===== config.mk =====
export PLATFORM = sky130hd
export DESIGN_NAME = btn_conditioner
export DESIGN_NICKNAME = d
export VERILOG_FILES = /design/src/rtl/btn_conditioner.sv
export SDC_FILE = /design/constraint.sdc
export NUM_CORES = 1
export LEC_CHECK = 0
export ABC_CLOCK_PERIOD_IN_PS = 3400
export CAP_MARGIN = 20
export CORE_ASPECT_RATIO = 0.5
export CORE_MARGIN = 5
export CORE_UTILIZATION = 49
export CTS_CLUSTER_SIZE = 24
export DETAILED_ROUTE_END_ITERATION = 8
export PLACE_DENSITY = 0.67
export SYNTH_ARGS = -nofsm -noshare
export SYNTH_HDL_FRONTEND = slang
export SYNTH_SLANG_ARGS = --single-unit
export TNS_END_PERCENT = 20

===== constraint.sdc =====
create_clock -name clk -period 3.4 [get_ports clk]
set_input_delay 0.68 -clock clk [delete_from_list [all_inputs] [get_ports clk]]
set_output_delay 0.68 -clock clk [all_outputs]
set_load 0.01 [all_outputs]

===== src/rtl/btn_conditioner.sv =====
// Debounced front end for an active-low pushbutton: two-flop synchroniser,
// Moore debounce FSM, and single-cycle press/release/long/repeat event pulses.
module btn_conditioner #(
  parameter int DEBOUNCE_CYCLES = 480000,
  parameter int LONG_CYCLES     = 12000000,
  parameter int REPEAT_CYCLES   = 2400000
) (
  input  logic clk,
  input  logic rst_btn,
  input  logic btn,
  output logic btn_level,
  output logic press_pulse,
  output logic release_pulse,
  output logic long_press,
  output logic repeat_pulse
);

  typedef enum logic [2:0] {
    S_IDLE         = 3'd0,
    S_PRESS_WAIT   = 3'd1,
    S_HELD         = 3'd2,
    S_REPEAT       = 3'd3,
    S_RELEASE_WAIT = 3'd4
  } state_t;

  localparam logic [23:0] DEB_LAST  = 24'(DEBOUNCE_CYCLES - 1);
  localparam logic [23:0] LONG_LAST = 24'(LONG_CYCLES - 1);
  localparam logic [23:0] REP_LAST  = 24'(REPEAT_CYCLES - 1);

  logic        sync1_q, sync2_q;
  logic        pressed_s;
  state_t      state_q, state_d;
  logic [23:0] cnt_q, cnt_d;
  logic        long_seen_q, long_seen_d;
  logic        btn_level_q, btn_level_d;
  logic        press_q, press_d;
  logic        release_q, release_d;
  logic        long_q, long_d;
  logic        repeat_q, repeat_d;

  // Both synchroniser stages reset to the released level so reset never
  // looks like a press edge.
  assign pressed_s = ~sync2_q;

  always_comb begin
    state_d     = state_q;
    cnt_d       = cnt_q + 24'd1;
    long_seen_d = long_seen_q;
    press_d     = 1'b0;
    release_d   = 1'b0;
    long_d      = 1'b0;
    repeat_d    = 1'b0;

    case (state_q)
      S_IDLE: begin
        // The count is meaningless while idle; parking it at 0 keeps it from wrapping.
        cnt_d       = 24'd0;
        long_seen_d = 1'b0;
        if (pressed_s) begin
          state_d = S_PRESS_WAIT;
        end
      end

      S_PRESS_WAIT: begin
        if (!pressed_s) begin
          state_d = S_IDLE;
          cnt_d   = 24'd0;
        end else if (cnt_q == DEB_LAST) begin
          state_d = S_HELD;
          press_d = 1'b1;
          cnt_d   = 24'd0;
        end
      end

      S_HELD: begin
        if (!pressed_s) begin
          state_d = S_RELEASE_WAIT;
          cnt_d   = 24'd0;
        end else if (cnt_q == LONG_LAST) begin
          state_d     = S_REPEAT;
          long_d      = 1'b1;
          long_seen_d = 1'b1;
          cnt_d       = 24'd0;
        end
      end

      S_REPEAT: begin
        if (!pressed_s) begin
          state_d = S_RELEASE_WAIT;
          cnt_d   = 24'd0;
        end else if (cnt_q == REP_LAST) begin
          repeat_d = 1'b1;
          cnt_d    = 24'd0;
        end
      end

      S_RELEASE_WAIT: begin
        // A release bounce resumes the hold phase from a fresh interval.
        if (pressed_s) begin
          state_d = long_seen_q ? S_REPEAT : S_HELD;
          cnt_d   = 24'd0;
        end else if (cnt_q == DEB_LAST) begin
          state_d   = S_IDLE;
          release_d = 1'b1;
          cnt_d     = 24'd0;
        end
      end

      default: begin
        state_d     = S_IDLE;
        cnt_d       = 24'd0;
        long_seen_d = 1'b0;
      end
    endcase

    btn_level_d = (state_d == S_HELD) || (state_d == S_REPEAT) ||
                  (state_d == S_RELEASE_WAIT);
  end

  always_ff @(posedge clk or negedge rst_btn) begin
    if (!rst_btn) begin
      sync1_q     <= 1'b1;
      sync2_q     <= 1'b1;
      state_q     <= S_IDLE;
      cnt_q       <= 24'd0;
      long_seen_q <= 1'b0;
      btn_level_q <= 1'b0;
      press_q     <= 1'b0;
      release_q   <= 1'b0;
      long_q      <= 1'b0;
      repeat_q    <= 1'b0;
    end else begin
      sync1_q     <= btn;
      sync2_q     <= sync1_q;
      state_q     <= state_d;
      cnt_q       <= cnt_d;
      long_seen_q <= long_seen_d;
      btn_level_q <= btn_level_d;
      press_q     <= press_d;
      release_q   <= release_d;
      long_q      <= long_d;
      repeat_q    <= repeat_d;
    end
  end

  assign btn_level     = btn_level_q;
  assign press_pulse   = press_q;
  assign release_pulse = release_q;
  assign long_press    = long_q;
  assign repeat_pulse  = repeat_q;

endmodule

Word level (Yosys, flattened, before mapping):

Index checks and enable logic that the tools add are counted.

* register bits: 35

* add/sub/neg operators: 1
* equal/unequal tests: 12
* mux-type cells: 32
* bitwise logic cells: 1
* reductions and logical operators: 5

Operators with widths (number)
* 24-bit two-way mux: 7
* 24-bit one-hot mux with 4 select lines: 1
* 24-bit by 1-bit adder with 24-bit output, second input constant: 1
* 24-bit by 19-bit equality test with 1-bit output, second input constant: 1
* 24-bit by 22-bit equality test with 1-bit output, second input constant: 1
* 24-bit equality test, second input constant: 1
* 3-bit two-way mux: 8
* 3-bit one-hot mux with 5 select lines: 1
* 1-bit two-way mux: 14
* 3-bit by 2-bit equality test with 1-bit output, second input constant: 4
* 3-bit equality test, second input constant: 2
* 2-bit inequality test, second input constant: 2
* 3-bit by 1-bit equality test with 1-bit output, second input constant: 1
* 3-bit zero test: 1
* 3-bit AND reduction: 1
* 3-bit OR reduction: 1
* 1-bit logical OR: 2
* 1-bit one-hot mux with 2 select lines: 1
* 1-bit NOT: 1

Logic depth before layout (Yosys ltp):

Gate-level depths: netlist (run 1).

* word-level depth: 7
* depth in mapped cells: 7
* mapped depth without buffers: 6

Worst setup path after synthesis (run 1):

OpenSTA, ideal clock, no wires.

* kind: reg-to-reg
* start point: register cnt_q[0]
* end point: register cnt_q[14]
* library setup time: 118 ps
* data arrival time: 1728 ps
* required time: 3282 ps
* slack: 1553 ps
* cell stages (with the launch flop): 8
* clock period less this slack: 1847 ps
* cells stage by stage: dfrtp_1 > ha_1 > and4_2 > nand2_1 > nor4_4 > o211a_4 > buf_8 > nor2_1

* cells in the longest elaborated chain, start to end: 4

RTL lines
* from (decl): line 33 `logic [23:0] cnt_q, cnt_d;`
* from (signal assigned): line 136 `cnt_q <= cnt_d;`
* 24-bit by 1-bit adder with 24-bit output (tied with other cells): line 47 `cnt_d = cnt_q + 24'd1;`
* 24-bit two-way mux (on tied branches) (2 in a row)
* 24-bit one-hot mux with 4 select lines *: line 54 `case (state_q)`
* named net cnt_d[14]: line 33

Mark *: on every way through the listed nets, which the timed path passes. The rest lies on a longest branch.
A chain may end at the register's enable or synchronous reset.

Worst setup path after layout (run 1):

* start point: register cnt_q[0]
* end point: register cnt_q[13]

Same word-level chain as after synthesis.

==> reports/metrics.cfg, run 1 <==
[pwr]
powerDensity_nw_per_um2=399
p_leak_nw=0.828
vdd_drop_max_uv=139

[clock_tree]
cts-htree-levels=2
cts_sinks=35
clk_latency_ps=280
cts_tree=done
holdBufCountCts=0
cts.repair.resized=0
clockBufferDepth=2
cts_buffers=5
clk_pin_slew_ps=70
cts_setup_buffers=0
root_buffer=clkbuf_8

[timing]
period_needed_ps=2100
hold_viol=0
finalClockSkew_ps=4.50
rsz0062_at_grt=no
fin_tns_setup_ps=0
slew_viol_final=0
layout_setup_ws_ps=1300
setup_viol=0
slew-limit-headroom=0.713
tightest_slew_ps=430
fmax_mhz=475
final.period_utilization=0.619

[placed_design]
dpl-instance-area_sq_um=1850
finalWeightedCongestion=0.799
dpl.hpwl_um=2160
pre_cts_ws_ps=1310
placed_cells=223
port_buffers=7

[floorplan]
core_area_sq_um=3430
die_w_um=94.5
rows=15
start_util=0.510
ioPinCount=8
die-area_sq_um=4940
die_h_um=52.3

[grt]
grt_pass1_wl_um=5640
grt_pass1_vias=1192
gr-usage-all-layers=0.150
grt_max_degree=36
grt_remaining_overflow=0
antenna_found_initial=0

[synth]
yosys-top-cells-area=dfrtp_1 (47%), xor2_1 (8.0%), nor2_1 (5.1%), and3_1 (3.2%), nand3_1 (3.1%)
syn_nets=174
synth_ff_type=dfrtp_1
synth_top_area_share=0.472
synth_area_sq_um=1750
yosysSeqAreaShare=0.502
avgSynthCellArea_sq_um=10.3
async_flop_share=1.00
yosysWarnings=0
synth_top_cell_by_area=dfrtp_1
synth_cell_types=39
synth_edf_count=0
ys_ff_latch=35
synthCells=170

[min_path]
min_path_type=register to register

[job]
max_cap_violations=0

[drt]
drt_pass1_iterations=4
wl_um=3100
vias=1213
antenna_left=0
wl_per_cell_um=13.4
drc=0
routed_via_density=5.25
drt_iter0_markers=48

[setup_path]
path_max_fanout=24
arrival_ps=2260
cp.required_ps=3560
worstSetupPathType=register to register
crit_path_start_kind=register
cp-end-kind=register

[layout]
fill_cells=304
final_area_sq_um=1950
fin_nets=183
drive_gt1_frac=0.144
area_delta_synth_final_pct=11.4
diodes=0
stdcell_count=231

[status]
status=finished clean

## cell type report
cell class	instances	area (sq um)	share of cell area
sequential	35	878	0.450
multi-input combinational	126	820	0.420
inverter	3	11.3	0.00577
clock buffer	8	100	0.0513
tap	51	63.8	0.0327
timing repair buffer	8	77.6	0.0398
## per-stage QoR
stage	util	hold slack (ps)	total power, W
floorplan	-	345	0.000443
global placement	0.539	346	0.000454
detailed placement	0.539	352	0.000455
CTS	0.568	362	0.000786
global route	0.568	367	0.000808
finish	0.568	358	0.000778
## synth_stat cells, types with 2 or more instances
cell / n
dfrtp_1: 33
nor2_1: 24
xor2_1: 16
nand2_1: 11
nand3_1: 11
and3_1: 9
nand4_1: 6
nor2_2: 6
xnor2_1: 6
o21ai_0: 5
and2_1: 4
clkbuf_1: 4
inv_1: 3
and4_1: 2
and4_2: 2
dfstp_2: 2
nor2b_1: 2
nor3_1: 2
nor4b_1: 2
## worst paths after layout
path | startpoint | endpoint | slack (ps) | depth (start not counted)
min | sync1_q$_DFF_PN1_ | sync2_q$_DFF_PN1_ | 360 | 0
max reg2reg | cnt_q[0]$_DFF_PN0_ | cnt_q[13]$_DFF_PN0_ | 1300 | 6
max in group asynchronous | rst_btn | sync1_q$_DFF_PN1_ | 2260 | 2
min reg2reg | sync1_q$_DFF_PN1_ | sync2_q$_DFF_PN1_ | 360 | 0
min in group asynchronous | rst_btn | btn_level$_DFF_PN0_ | 810 | 2
max | cnt_q[0]$_DFF_PN0_ | cnt_q[13]$_DFF_PN0_ | 1300 | 6
## critical path: stages, from the launching register on
cell and delay, ps:
dfrtp_1 390, ha_1 260, and4_2 260, nand2_1 110, nor4_4 450, o211a_4 410
nor2_1 90
## logic make-up (layout without fill, tap and decap cells)
family / Yosys count / after routing / synth area share
XOR/XNOR: 22 / 22 / 0.110
AND/OR/NAND/NOR: 91 / 91 / 0.299
adder cells (fa/ha/maj): 1 / 1 / 0.00715
flip-flops: 35 / 35 / 0.502
AO/OA/AOI/OAI: 12 / 12 / 0.0522
buffers and inverters: 9 / 19 / 0.0300
## layer usage
layer | up-vias | global-route usage | share of wire
li1 | 603 | - | -
met1 | 590 | 0.208 | 0.52
met2 | 15 | 0.222 | 0.43
met3 | 5 | 0.0430 | 0.039
met4 | 0 | 0.0574 | 0.014
met5 | - | 0 | 0
## flip-flops by register name, summed over array words and instances, names as in the netlist
name	flops
sync1_q	1
long_press	1
long_seen_q	1
state_q	3
release_pulse	1
sync2_q	1
btn_level	1
cnt_q	24
press_pulse	1
repeat_pulse	1
## cells in the final DEF, fill, tap and decap left out
| master | netlist | final |
|---|---|---|
| or2b_2 | 1 | 1 |
| buf_4 | 0 | 1 |
| inv_1 | 3 | 3 |
| and2b_2 | 1 | 1 |
| and4bb_1 | 1 | 1 |
| nor4b_1 | 2 | 2 |
| nand2_1 | 11 | 11 |
| clkbuf_8 | 0 | 7 |
| nand4bb_1 | 1 | 1 |
| or4_4 | 1 | 1 |
| nor2b_1 | 2 | 2 |
| nand4_1 | 6 | 6 |
| o211a_4 | 1 | 1 |
| ha_1 | 1 | 1 |
| nand3b_1 | 1 | 1 |
| xnor2_1 | 6 | 6 |
| a21oi_1 | 1 | 1 |
| and3_1 | 9 | 9 |
| clkdlybuf4s50_1 | 0 | 7 |
| nor4_4 | 1 | 1 |
| and2_1 | 4 | 4 |
| a311o_1 | 1 | 1 |
| and4_1 | 2 | 2 |
| xor2_1 | 16 | 16 |
| dfstp_2 | 2 | 2 |
| clkbuf_1 | 4 | 1 |
| nor2_1 | 24 | 24 |
| o21ai_0 | 5 | 5 |
| nand3_1 | 11 | 11 |
| o31ai_2 | 1 | 1 |
| o21bai_1 | 1 | 1 |
| nor3_1 | 2 | 2 |
| and4_2 | 2 | 2 |
| nor2_2 | 6 | 6 |
| dfrtp_1 | 33 | 33 |
| or3_2 | 1 | 1 |
| nand2b_1 | 1 | 1 |
| o31ai_1 | 1 | 1 |
| and3_2 | 1 | 1 |
| a31oi_1 | 1 | 1 |
## power breakdown
part / internal (W) / total (W) / switching (W)
registers: 0.000420 / 0.000423 / 0.00000334
logic: 0.00000731 / 0.0000231 / 0.0000157
clock network: 0.000185 / 0.000332 / 0.000147
total: 0.000612 / 0.000778 / 0.000166
Note: power is estimated with default switching activity, not from simulation.
==> run 2, diff against run 1 <==
ABC_CLOCK_PERIOD_IN_PS = 2000   (was 3400)
clock period = 2 ns   (was 3.4 ns; I/O delays follow)
==> run 2 against run 1 <==
  * Die area is the same
  * Combinational power is 87% higher
  * Sequential power is 70% higher
  * Clock-buffer cell count unchanged
  * Critical path depth down 1
  * Final cell count is 2.2% higher
  * Sequential share of layout area is 1.9 points lower
  * Worst hold slack lost 1.9 ps
  * Non-clock buffer count up 4
==> reports/metrics.cfg, run 2 (synthesized netlist as in run 1, its figures left out) <==
[min_path]
min_from=sync1_q$_DFF_PN1_
min_path_cells=0  ; unchanged
min_path_type=register to register
hold_path_end=sync2_q$_DFF_PN1_

[timing]
layout_setup_ws_ps=54.9  ; -1240 ps
slew_viol_final=0  ; unchanged
fin_tns_setup_ps=0  ; unchanged
tightest_slew_ps=438  ; +8.26 ps
hold-worst-slack_ps=356  ; -1.89 ps
fmax_mhz=514  ; +8.1%
slew-limit-headroom=0.708  ; -0.00551
period_needed_ps=1950  ; -158 ps
finalClockSkew_ps=3.92  ; -0.580 ps
hold_viol=0  ; unchanged
final.period_utilization=0.973  ; +0.354
setup_viol=0  ; unchanged

[layout]
top_regs=cnt_q (24), state_q (3)
final_area_sq_um=2040  ; +4.6%
layout_common_cells=dfrtp_1 (32), nor2_1 (24), xor2_1 (16), nand2_1 (10), nand3_1 (10)
drive_gt1_frac=0.200  ; +0.0556
diodes=0  ; unchanged
fill_cells=280  ; -7.9%
area_delta_synth_final_pct=16.5
fin_nets=188  ; +2.7%
regMostFlops=cnt_q
layout.cells.most_common=dfrtp_1
largest_reg_flops=24  ; unchanged

[setup_path]
regToRegSetupSlack_ps=50  ; -1240 ps
max_stage_delay_ps=520  ; +70 ps
r2r_end=btn_level$_DFF_PN0_
cp-end-kind=register
cp.required_ps=2170  ; -1390 ps
path_cells=or3_2 -> nor4_4 -> buf_4 -> o21ai_0 -> o21bai_1
arrival_ps=2110  ; -150 ps
reg2reg_depth=5  ; -1
cp_slowest_cell=or3_2
worstSetupPathType=register to register
crit_path_start_kind=register
path_max_fanout=6  ; -75%
cp_top_family=simple AND/OR/NAND/NOR gates
r2r_start=cnt_q[20]$_DFF_PN0_
crit_buf_inv=1  ; +1

[grt]
antenna_found_initial=0  ; unchanged
grt_max_degree=36  ; unchanged
grt_remaining_overflow=0  ; unchanged
grt_pass1_vias=1213  ; +1.8%
grt_pass1_wl_um=5500  ; -2.6%
gr-usage-all-layers=0.148  ; -0.00209

[job]
max_cap_violations=0  ; unchanged

[placed_design]
dpl.hpwl_um=2180  ; +0.91%
dpl-instance-area_sq_um=1880  ; +1.6%
pre_cts_ws_ps=83.9  ; -1230 ps
port_buffers=7  ; unchanged
finalWeightedCongestion=0.812  ; +1.6%

[drt]
drt_pass1_iterations=4  ; unchanged
routed_via_density=5.26  ; +0.14%
wl_um=3450  ; +11%
wl_per_cell_um=14.6  ; +8.8%
drt_iter0_markers=30  ; -38%
antenna_left=0  ; unchanged
drc=0  ; unchanged
vias=1241  ; +2.3%

[pwr]
p_leak_nw=0.856  ; +3.3%
vdd_drop_max_uv=329  ; +140%
powerDensity_nw_per_um2=649  ; +63%
finalPower_w=0.00132  ; +70%

[clock_tree]
cts_setup_buffers=0  ; unchanged
cts_sinks=35  ; unchanged
cts-htree-levels=2  ; unchanged
clk_latency_ps=280  ; about the same
clockBufferDepth=2  ; unchanged
cts.repair.resized=0  ; unchanged
cts_tree=done
holdBufCountCts=0  ; unchanged
root_buffer=clkbuf_8
clk_pin_slew_ps=70  ; about the same
cts_buffers=5  ; unchanged

[status]
status=finished clean

[floorplan]
die-area_sq_um=4940  ; unchanged
start_util=0.510  ; unchanged
rows=15  ; unchanged
die_w_um=94.5  ; unchanged
core_area_sq_um=3430  ; unchanged
ioPinCount=8  ; unchanged
die_h_um=52.3  ; unchanged

-- run 2: how the worst max path moves through the flow --
stage | from | cells after the start | endpoint
after detailed placement | cnt_q[0]$_DFF_PN0_ | 6 | cnt_q[14]$_DFF_PN0_
after floorplan | cnt_q[0]$_DFF_PN0_ | 7 | cnt_q[14]$_DFF_PN0_
after global routing | cnt_q[20]$_DFF_PN0_ | 5 | btn_level$_DFF_PN0_
after global placement | cnt_q[0]$_DFF_PN0_ | 6 | cnt_q[3]$_DFF_PN0_
after CTS | cnt_q[0]$_DFF_PN0_ | 6 | cnt_q[14]$_DFF_PN0_
final | cnt_q[20]$_DFF_PN0_ | 5 | btn_level$_DFF_PN0_
-- run 2: through the flow --
step | cells | util
after floorplan | 170 | -
after global placement | 227 | 0.548
after detailed placement | 227 | 0.548
after CTS | 235 | 0.577
after global routing | 236 | 0.594
final | 236 | 0.594
-- run 2: worst register-to-register path: cells and delay by family, from the launching register on --
family                 cells  cell delay (ps)
flip-flops                 1              460
AND/OR/NAND/NOR            2              890
AO/OA/AOI/OAI              2              280
buffers and inverters      1              210
-- run 2: power breakdown --
part | internal, W | switching (W)
logic | 0.0000146 | 0.0000284
clock network | 0.000314 | 0.000247
registers | 0.000714 | 0.00000566
total | 0.00104 | 0.000281
-- run 2: layer usage --
metal | track usage | vias up | wire length [um] | share of wire
li1 | - | 616 | - | -
met1 | 0.196 | 607 | 1710 | 0.50
met2 | 0.234 | 16 | 1600 | 0.46
met3 | 0.0473 | 2 | 116 | 0.034
met4 | 0.0431 | 0 | 21 | 0.0061
met5 | 0 | - | 0 | 0
-- run 2: final cells by class --
class / instances / area [sq um] / area share
well taps: 51 / 63.8 / 0.0313
inverters: 3 / 11.3 / 0.00552
clock buffers: 8 / 100 / 0.0491
flip-flops and latches: 35 / 880 / 0.431
repair buffers: 12 / 108 / 0.0528
multi-input cells: 127 / 877 / 0.430
